**config.mk**
```make
export PLATFORM = sky130hd
export DESIGN_NAME = skewed_input_feeder
export DESIGN_NICKNAME = d
export VERILOG_FILES = /design/src/rtl/skewed_input_feeder.sv
export SDC_FILE = /design/constraint.sdc
export NUM_CORES = 1
export LEC_CHECK = 0
export BUFFER_PORTS_ARGS = -buffer_cell sky130_fd_sc_hd__buf_2
export CAP_MARGIN = 10
export CELL_PAD_IN_SITES_DETAIL_PLACEMENT = 1
export CELL_PAD_IN_SITES_GLOBAL_PLACEMENT = 1
export CORE_MARGIN = 1
export CORE_UTILIZATION = 54
export CTS_CLUSTER_DIAMETER = 150
export CTS_CLUSTER_SIZE = 30
export DETAILED_ROUTE_END_ITERATION = 10
export GPL_TIMING_DRIVEN = 0
export PLACE_DENSITY_LB_ADDON = 0.1
export SYNTH_ARGS = -nofsm -noshare
export SYNTH_HDL_FRONTEND = slang
export SYNTH_SLANG_ARGS = --single-unit
export TNS_END_PERCENT = 30
```
**constraint.sdc**
```tcl
create_clock -name clk -period 3.9 [get_ports clk]
set_input_delay 0.195 -clock clk [delete_from_list [all_inputs] [get_ports clk]]
set_output_delay 0.195 -clock clk [all_outputs]
set_load 0.01 [all_outputs]
```
**src/rtl/skewed_input_feeder.sv**
```systemverilog
// Per-lane activation FIFOs that stream bursts into a systolic array, lane i delayed i cycles.
// Optional SKEWED_INPUT_FEEDER_ZERO_FILL_EN: lanes drive zero data whenever their valid is low.
module skewed_input_feeder #(
    parameter int ROWS  = 4,
    parameter int WIDTH = 8,
    parameter int DEPTH = 16,
    parameter int LEN_W = 16
) (
    input  logic                       clk,
    input  logic                       rst,
    input  logic                       i_wr_valid,
    input  logic [ROWS-1:0][WIDTH-1:0] i_wr_data,
    output logic                       o_wr_ready,
    input  logic                       i_start,
    input  logic [LEN_W-1:0]           i_len,
    output logic                       o_busy,
    output logic                       o_done,
    output logic [ROWS-1:0]            o_valid,
    output logic [ROWS-1:0][WIDTH-1:0] o_data
);
    localparam int AW = $clog2(DEPTH);
    localparam int CW = AW + 1;

    typedef enum logic [1:0] {S_IDLE, S_STREAM, S_DRAIN, S_DONE} state_t;

    state_t           r_state;
    state_t           w_state_nxt;
    logic [WIDTH-1:0] r_mem [ROWS][DEPTH];
    logic [AW-1:0]    r_wr_ptr [ROWS];
    logic [AW-1:0]    r_rd_ptr [ROWS];
    logic [CW-1:0]    r_count [ROWS];
    logic [LEN_W-1:0] r_len;
    logic [LEN_W-1:0] r_issued;
    logic [ROWS-1:0]  r_tok;
    logic [ROWS-1:0]  w_tok;
    logic [ROWS-1:0]  w_tok_nxt;
    logic             w_push;
    logic             w_start;
    logic             w_issue;
    logic             w_last;

    // The last lane pops latest, so it is always the fullest lane.
    assign o_wr_ready = (r_count[ROWS-1] < CW'(DEPTH));
    assign w_push     = i_wr_valid && o_wr_ready;
    assign w_start    = (r_state == S_IDLE) && i_start;
    assign w_issue    = (r_state == S_STREAM) && (r_count[0] != '0) && (r_issued < r_len);
    assign w_last     = w_issue && (r_issued == r_len - 1'b1);
    assign o_busy     = (r_state != S_IDLE);
    assign o_done     = (r_state == S_DONE);

    always_comb begin
        w_tok    = r_tok;
        w_tok[0] = w_issue;
    end

    assign w_tok_nxt = w_tok << 1;

    always_comb begin
        w_state_nxt = r_state;
        case (r_state)
            S_IDLE: begin
                if (i_start) w_state_nxt = (i_len != '0) ? S_STREAM : S_DONE;
            end
            S_STREAM: begin
                if (w_last) w_state_nxt = (w_tok_nxt == '0) ? S_DONE : S_DRAIN;
            end
            S_DRAIN: begin
                if (w_tok_nxt == '0) w_state_nxt = S_DONE;
            end
            S_DONE:  w_state_nxt = S_IDLE;
            default: w_state_nxt = S_IDLE;
        endcase
    end

    always_ff @(posedge clk) begin
        if (rst) begin
            r_state  <= S_IDLE;
            r_tok    <= '0;
            r_len    <= '0;
            r_issued <= '0;
            o_valid  <= '0;
        end else begin
            r_state <= w_state_nxt;
            r_tok   <= w_tok_nxt;
            o_valid <= w_tok;
            if (w_start) begin
                r_len    <= i_len;
                r_issued <= '0;
            end else if (w_issue) begin
                r_issued <= r_issued + 1'b1;
            end
        end
    end

    always_ff @(posedge clk) begin
        for (int i = 0; i < ROWS; i++) begin
            if (rst) begin
                r_wr_ptr[i] <= '0;
                r_rd_ptr[i] <= '0;
                r_count[i]  <= '0;
            end else begin
                if (w_push)   r_wr_ptr[i] <= r_wr_ptr[i] + 1'b1;
                if (w_tok[i]) r_rd_ptr[i] <= r_rd_ptr[i] + 1'b1;
                case ({w_push, w_tok[i]})
                    2'b10:   r_count[i] <= r_count[i] + 1'b1;
                    2'b01:   r_count[i] <= r_count[i] - 1'b1;
                    default: r_count[i] <= r_count[i];
                endcase
            end
        end
    end

    always_ff @(posedge clk) begin
        for (int i = 0; i < ROWS; i++) begin
            if (w_push) r_mem[i][r_wr_ptr[i]] <= i_wr_data[i];
        end
    end

    // A token only reaches a lane after the whole vector was written, so the read entry is valid.
    always_ff @(posedge clk) begin
        for (int i = 0; i < ROWS; i++) begin
            if (rst) begin
                o_data[i] <= '0;
            end else if (w_tok[i]) begin
                o_data[i] <= r_mem[i][r_rd_ptr[i]];
            end
`ifdef SKEWED_INPUT_FEEDER_ZERO_FILL_EN
            else begin
                o_data[i] <= '0;
            end
`endif
        end
    end

endmodule

```
==> impl_metrics.xml <==
<?xml version="1.0" encoding="UTF-8"?>
<metrics>
  <group name="sta">
    <metric name="hold_slack" unit="ns">0.02895</metric>
    <metric name="rsz_0062_raised_after_global_routing" unit="">no</metric>
    <metric name="finClkSkew" unit="ns">0.01983</metric>
    <metric name="setup-violations-final" unit="">0</metric>
    <metric name="timing.final.max_slew_violations" unit="">0</metric>
    <metric name="max_clock_freq" unit="MHz">274.9</metric>
    <metric name="layout_min_cycle_time" unit="ns">3.637</metric>
    <metric name="layout_worst_path_cycle_share" unit="%">93.26</metric>
    <metric name="relSlewSlack" unit="%">34.78</metric>
    <metric name="final_hold_vios" unit="">0</metric>
    <metric name="fin_ws" unit="ns">0.2628</metric>
    <metric name="timing_worst_slew_pin_value" unit="ns">0.9783</metric>
  </group>
  <group name="floorplanning">
    <metric name="design.die.area" unit="mm^2">0.04810</metric>
    <metric name="floorplan.initialDensity" unit="%">54.77</metric>
    <metric name="die_y" unit="um">219.3</metric>
    <metric name="placementRows" unit="">79</metric>
    <metric name="design.core.area" unit="mm^2">0.04656</metric>
    <metric name="io_pins" unit="">91</metric>
    <metric name="dieWidth" unit="um">219.3</metric>
  </group>
  <group name="detailed_routing">
    <metric name="post_drt_via_cell_ratio" unit="">5.876</metric>
    <metric name="detail_route.wl_per_cell" unit="um">24.85</metric>
    <metric name="via_count" unit="">12890</metric>
    <metric name="drt_pass1_iterations" unit="">8</metric>
    <metric name="postRouteAntennaNets" unit="">0</metric>
    <metric name="finalWirelength" unit="mm">54.51</metric>
    <metric name="drt-initial-drc-count" unit="">876</metric>
    <metric name="drt_drc_violations_left" unit="">0</metric>
  </group>
  <group name="place">
    <metric name="preCtsSetupSlack" unit="ns">-0.3679</metric>
    <metric name="place_inst" unit="">2101</metric>
    <metric name="detailedPlacementHpwl" unit="mm">38.12</metric>
    <metric name="dpl-instance-area" unit="mm^2">0.02671</metric>
    <metric name="globalplace.congestion" unit="">0.7923</metric>
    <metric name="number_of_i_o_port_buffers" unit="">90</metric>
  </group>
  <group name="yosys">
    <metric name="yosysMostFrequentCell" unit="">sky130_fd_sc_hd__edfxtp_1</metric>
    <metric name="netlist_area" unit="mm^2">0.02550</metric>
    <metric name="synthesized_area_per_cell" unit="um^2">18.16</metric>
    <metric name="ys.flop_type" unit="">sky130_fd_sc_hd__edfxtp_1</metric>
    <metric name="synth-seq-cells" unit="">624</metric>
    <metric name="synth_fp_nets" unit="">1507</metric>
    <metric name="synth_edf_count" unit="">554</metric>
    <metric name="synth.area.top_cells" unit="">sky130_fd_sc_hd__edfxtp_1, sky130_fd_sc_hd__mux4_2, sky130_fd_sc_hd__dfxtp_1, sky130_fd_sc_hd__ha_1, sky130_fd_sc_hd__and2_1</metric>
    <metric name="netlist_top_cells_count" unit="">sky130_fd_sc_hd__edfxtp_1, sky130_fd_sc_hd__mux4_2, sky130_fd_sc_hd__and2_1</metric>
    <metric name="ys_seq_area_share" unit="%">70.73</metric>
    <metric name="yosys_warnings" unit="">0</metric>
    <metric name="fraction_of_synthesis_flops_using_an_asynchronous_set_or_reset_pin" unit="%">0</metric>
    <metric name="syn-instance-count" unit="">1404</metric>
    <metric name="area_leader_netlist" unit="">sky130_fd_sc_hd__edfxtp_1</metric>
    <metric name="area_share_of_the_largest_cell_type_after_synthesis" unit="%">65.24</metric>
    <metric name="synth_cell_types" unit="">60</metric>
  </group>
  <group name="clock_network">
    <metric name="cts-buffers-inserted" unit="">24</metric>
    <metric name="tritoncts" unit="">done</metric>
    <metric name="cts.sink_count" unit="">624</metric>
    <metric name="clockRootBuffer" unit="">sky130_fd_sc_hd__clkbuf_16</metric>
    <metric name="clock_latency_late_sink" unit="ns">0.60</metric>
    <metric name="cts_max_path_buffers" unit="">3</metric>
    <metric name="cts.reportedPaths.clkPinSlew" unit="ns">0.12</metric>
    <metric name="h-tree-depth" unit="">1</metric>
  </group>
  <group name="pwr">
    <metric name="p_leak" unit="nW">9.058</metric>
    <metric name="vdd.ir_drop.worst" unit="mV">0.4040</metric>
    <metric name="power" unit="mW">13.39</metric>
    <metric name="power-per-cell-area" unit="mW/mm^2">479.7</metric>
  </group>
  <group name="min_path">
    <metric name="min_from" unit="">i_wr_data[8]</metric>
    <metric name="hold_class" unit="">in2reg</metric>
  </group>
  <group name="cells_and_area">
    <metric name="nets" unit="">1671</metric>
    <metric name="drive_above_1_share" unit="%">18.47</metric>
    <metric name="layout.filler_cells" unit="">4092</metric>
    <metric name="final_area" unit="mm^2">0.02791</metric>
    <metric name="area.growth.synth_to_final" unit="%">9.450</metric>
    <metric name="final-instance-count-excl-fill" unit="">2194</metric>
  </group>
  <group name="grt">
    <metric name="overflow_after_grt" unit="">0</metric>
    <metric name="initial_antenna_violation_count" unit="">1</metric>
    <metric name="first_global_vias" unit="">13740</metric>
    <metric name="grt_util_all_layers" unit="%">23.18</metric>
    <metric name="grt_pass1_wl" unit="mm">82.54</metric>
    <metric name="grt_start_max_net_pins" unit="">32</metric>
  </group>
  <group name="flow_run">
    <metric name="drv.max_cap_violation_count" unit="">0</metric>
  </group>
  <group name="critical_path">
    <metric name="critPathMaxStageDelay" unit="ns">0.49</metric>
    <metric name="crit_slowest_cell" unit="">sky130_fd_sc_hd__dfxtp_1</metric>
    <metric name="timing.critical_path.from" unit="">r_len[7]$_SDFFE_PP0P_</metric>
    <metric name="critical_path.endpoint_type" unit="">register</metric>
    <metric name="worstReg2RegStart" unit="">r_len[7]$_SDFFE_PP0P_</metric>
    <metric name="critical_path_launch_point_type" unit="">register</metric>
    <metric name="cp_num_buf_inv" unit="">3</metric>
    <metric name="timing_worst_setup_path_type" unit="">reg2reg</metric>
    <metric name="arrival" unit="ns">4.08</metric>
    <metric name="required" unit="ns">4.35</metric>
    <metric name="critical_path_peak_fanout" unit="">10</metric>
    <metric name="critical_path.cell_chain" unit="">inv_1, ha_1, nand4_1, a21oi_1, a2111oi_2, o211ai_1, inv_2, buf_4, ha_1, nor3b_2, nand4_1, o41ai_1, nor2_1, a31oi_1</metric>
    <metric name="crit_family" unit="">compound AO/OA/AOI/OAI gates</metric>
  </group>
  <group name="run_status">
    <metric name="outcome" unit="">completed</metric>
  </group>
</metrics>
flip-flops by register name, indices dropped and copies added, names as in the netlist:
| register | count |
|---|---|
| o_data | 32 |
| o_valid | 4 |
| r_count | 10 |
| r_issued | 16 |
| r_len | 16 |
| r_mem | 512 |
| r_rd_ptr | 16 |
| r_state | 2 |
| r_wr_ptr | 16 |
cell type report:
| type | instances | area (um^2) | share of cell area (%) |
|---|---|---|---|
| Sequential cell | 624 | 18040 | 64.63 |
| Multi-Input combinational cell | 673 | 7058 | 25.29 |
| Timing Repair Buffer | 138 | 928.4 | 3.326 |
| Tap cell | 607 | 759.5 | 2.721 |
| Clock buffer | 43 | 693.2 | 2.484 |
| Buffer | 57 | 235.2 | 0.8428 |
| Inverter | 50 | 187.7 | 0.6724 |
| Clock inverter | 1 | 8.758 | 0.03138 |
| Antenna cell | 1 | 2.502 | 0.008966 |
worst register-to-register path: stages (launching register included):
cell                        delay (ns)
sky130_fd_sc_hd__dfxtp_1          0.49
sky130_fd_sc_hd__inv_1            0.15
sky130_fd_sc_hd__ha_1             0.36
sky130_fd_sc_hd__nand4_1          0.11
sky130_fd_sc_hd__a21oi_1          0.18
sky130_fd_sc_hd__a2111oi_2        0.08
sky130_fd_sc_hd__o211ai_1         0.44
sky130_fd_sc_hd__inv_2            0.22
sky130_fd_sc_hd__buf_4            0.27
sky130_fd_sc_hd__ha_1             0.28
sky130_fd_sc_hd__nor3b_2          0.45
sky130_fd_sc_hd__nand4_1          0.15
sky130_fd_sc_hd__o41ai_1          0.09
sky130_fd_sc_hd__nor2_1           0.07
sky130_fd_sc_hd__a31oi_1          0.15
stage by stage:
| step | util [%] | TNS, ns |
|---|---|---|
| 3_5_place_dp | 57.37 | -2.901 |
| 3_3_place_gp | 57.37 | -2.348 |
| 4_1_cts | 59.91 | 0 |
| 6_report | 59.95 | 0 |
| 2_1_floorplan | - | 0 |
| 5_1_grt | 59.95 | 0 |
layout by cell type, fill, tap and decap left out, types with 13 or more instances in the layout:
cell and n:
sky130_fd_sc_hd__dlygate4sd3_1 47, sky130_fd_sc_hd__clkbuf_1 59, sky130_fd_sc_hd__nand2_1 56, sky130_fd_sc_hd__edfxtp_1 554, sky130_fd_sc_hd__nor3_1 13, sky130_fd_sc_hd__o21ai_0 15
sky130_fd_sc_hd__buf_2 90, sky130_fd_sc_hd__and2_1 74, sky130_fd_sc_hd__clkbuf_16 25, sky130_fd_sc_hd__a22o_1 24, sky130_fd_sc_hd__ha_1 51, sky130_fd_sc_hd__inv_1 46
sky130_fd_sc_hd__buf_1 13, sky130_fd_sc_hd__nand3_1 19, sky130_fd_sc_hd__xnor2_1 30, sky130_fd_sc_hd__mux4_2 160, sky130_fd_sc_hd__nor2_1 73, sky130_fd_sc_hd__a21oi_1 33
sky130_fd_sc_hd__xor2_1 15, sky130_fd_sc_hd__dfxtp_1 70
timing repair:
action	4_1_cts	5_1_grt
resized for setup	4	2
endpoints found under the setup margin	9	8
endpoints found under the hold margin	484	0
hold buffers	47	0
buffers inserted	0	1
pin swaps	0	1
per-layer routing:
layer / wire length [um] / vias to the layer above / global-route usage [%]
li1: - / 5857 / -
met1: 24600 / 6796 / 33.24
met2: 27330 / 198 / 39.05
met3: 1916 / 41 / 2.661
met4: 668 / 0 / 3.958
met5: 0 / - / 0
report_power, final:
part | leakage, nW | internal [mW] | switching [mW] | total (mW)
sequential | 5.63 | 7.54 | 0.209 | 7.74
clock | 0.333 | 1.23 | 1.92 | 3.15
combinational | 3.10 | 1.11 | 1.38 | 2.49
total | 9.06 | 9.88 | 3.51 | 13.4
worst paths after layout:
| path | endpoint | slack, ns | cells after the start |
|---|---|---|---|
| max | r_count[0][3]$_DFFE_PP_ | 0.26 | 14 |
| min | r_mem[1][80]$_DFFE_PP_ | 0.03 | 1 |
| max reg2reg | r_count[0][3]$_DFFE_PP_ | 0.26 | 14 |
| min reg2reg | o_data[18]$_SDFFE_PP0P_ | 0.49 | 1 |
logic make-up after synthesis:
group                    share of synthesized area, %
flip-flops                                      70.73
AND/OR/NAND/NOR                                 6.133
multiplexers                                    14.48
AO/OA/AOI/OAI                                   2.954
buffers and inverters                           1.649
adder cells (fa/ha/maj)                         2.502
XOR/XNOR                                        1.546
Note: power is estimated with default switching activity, not from simulation.
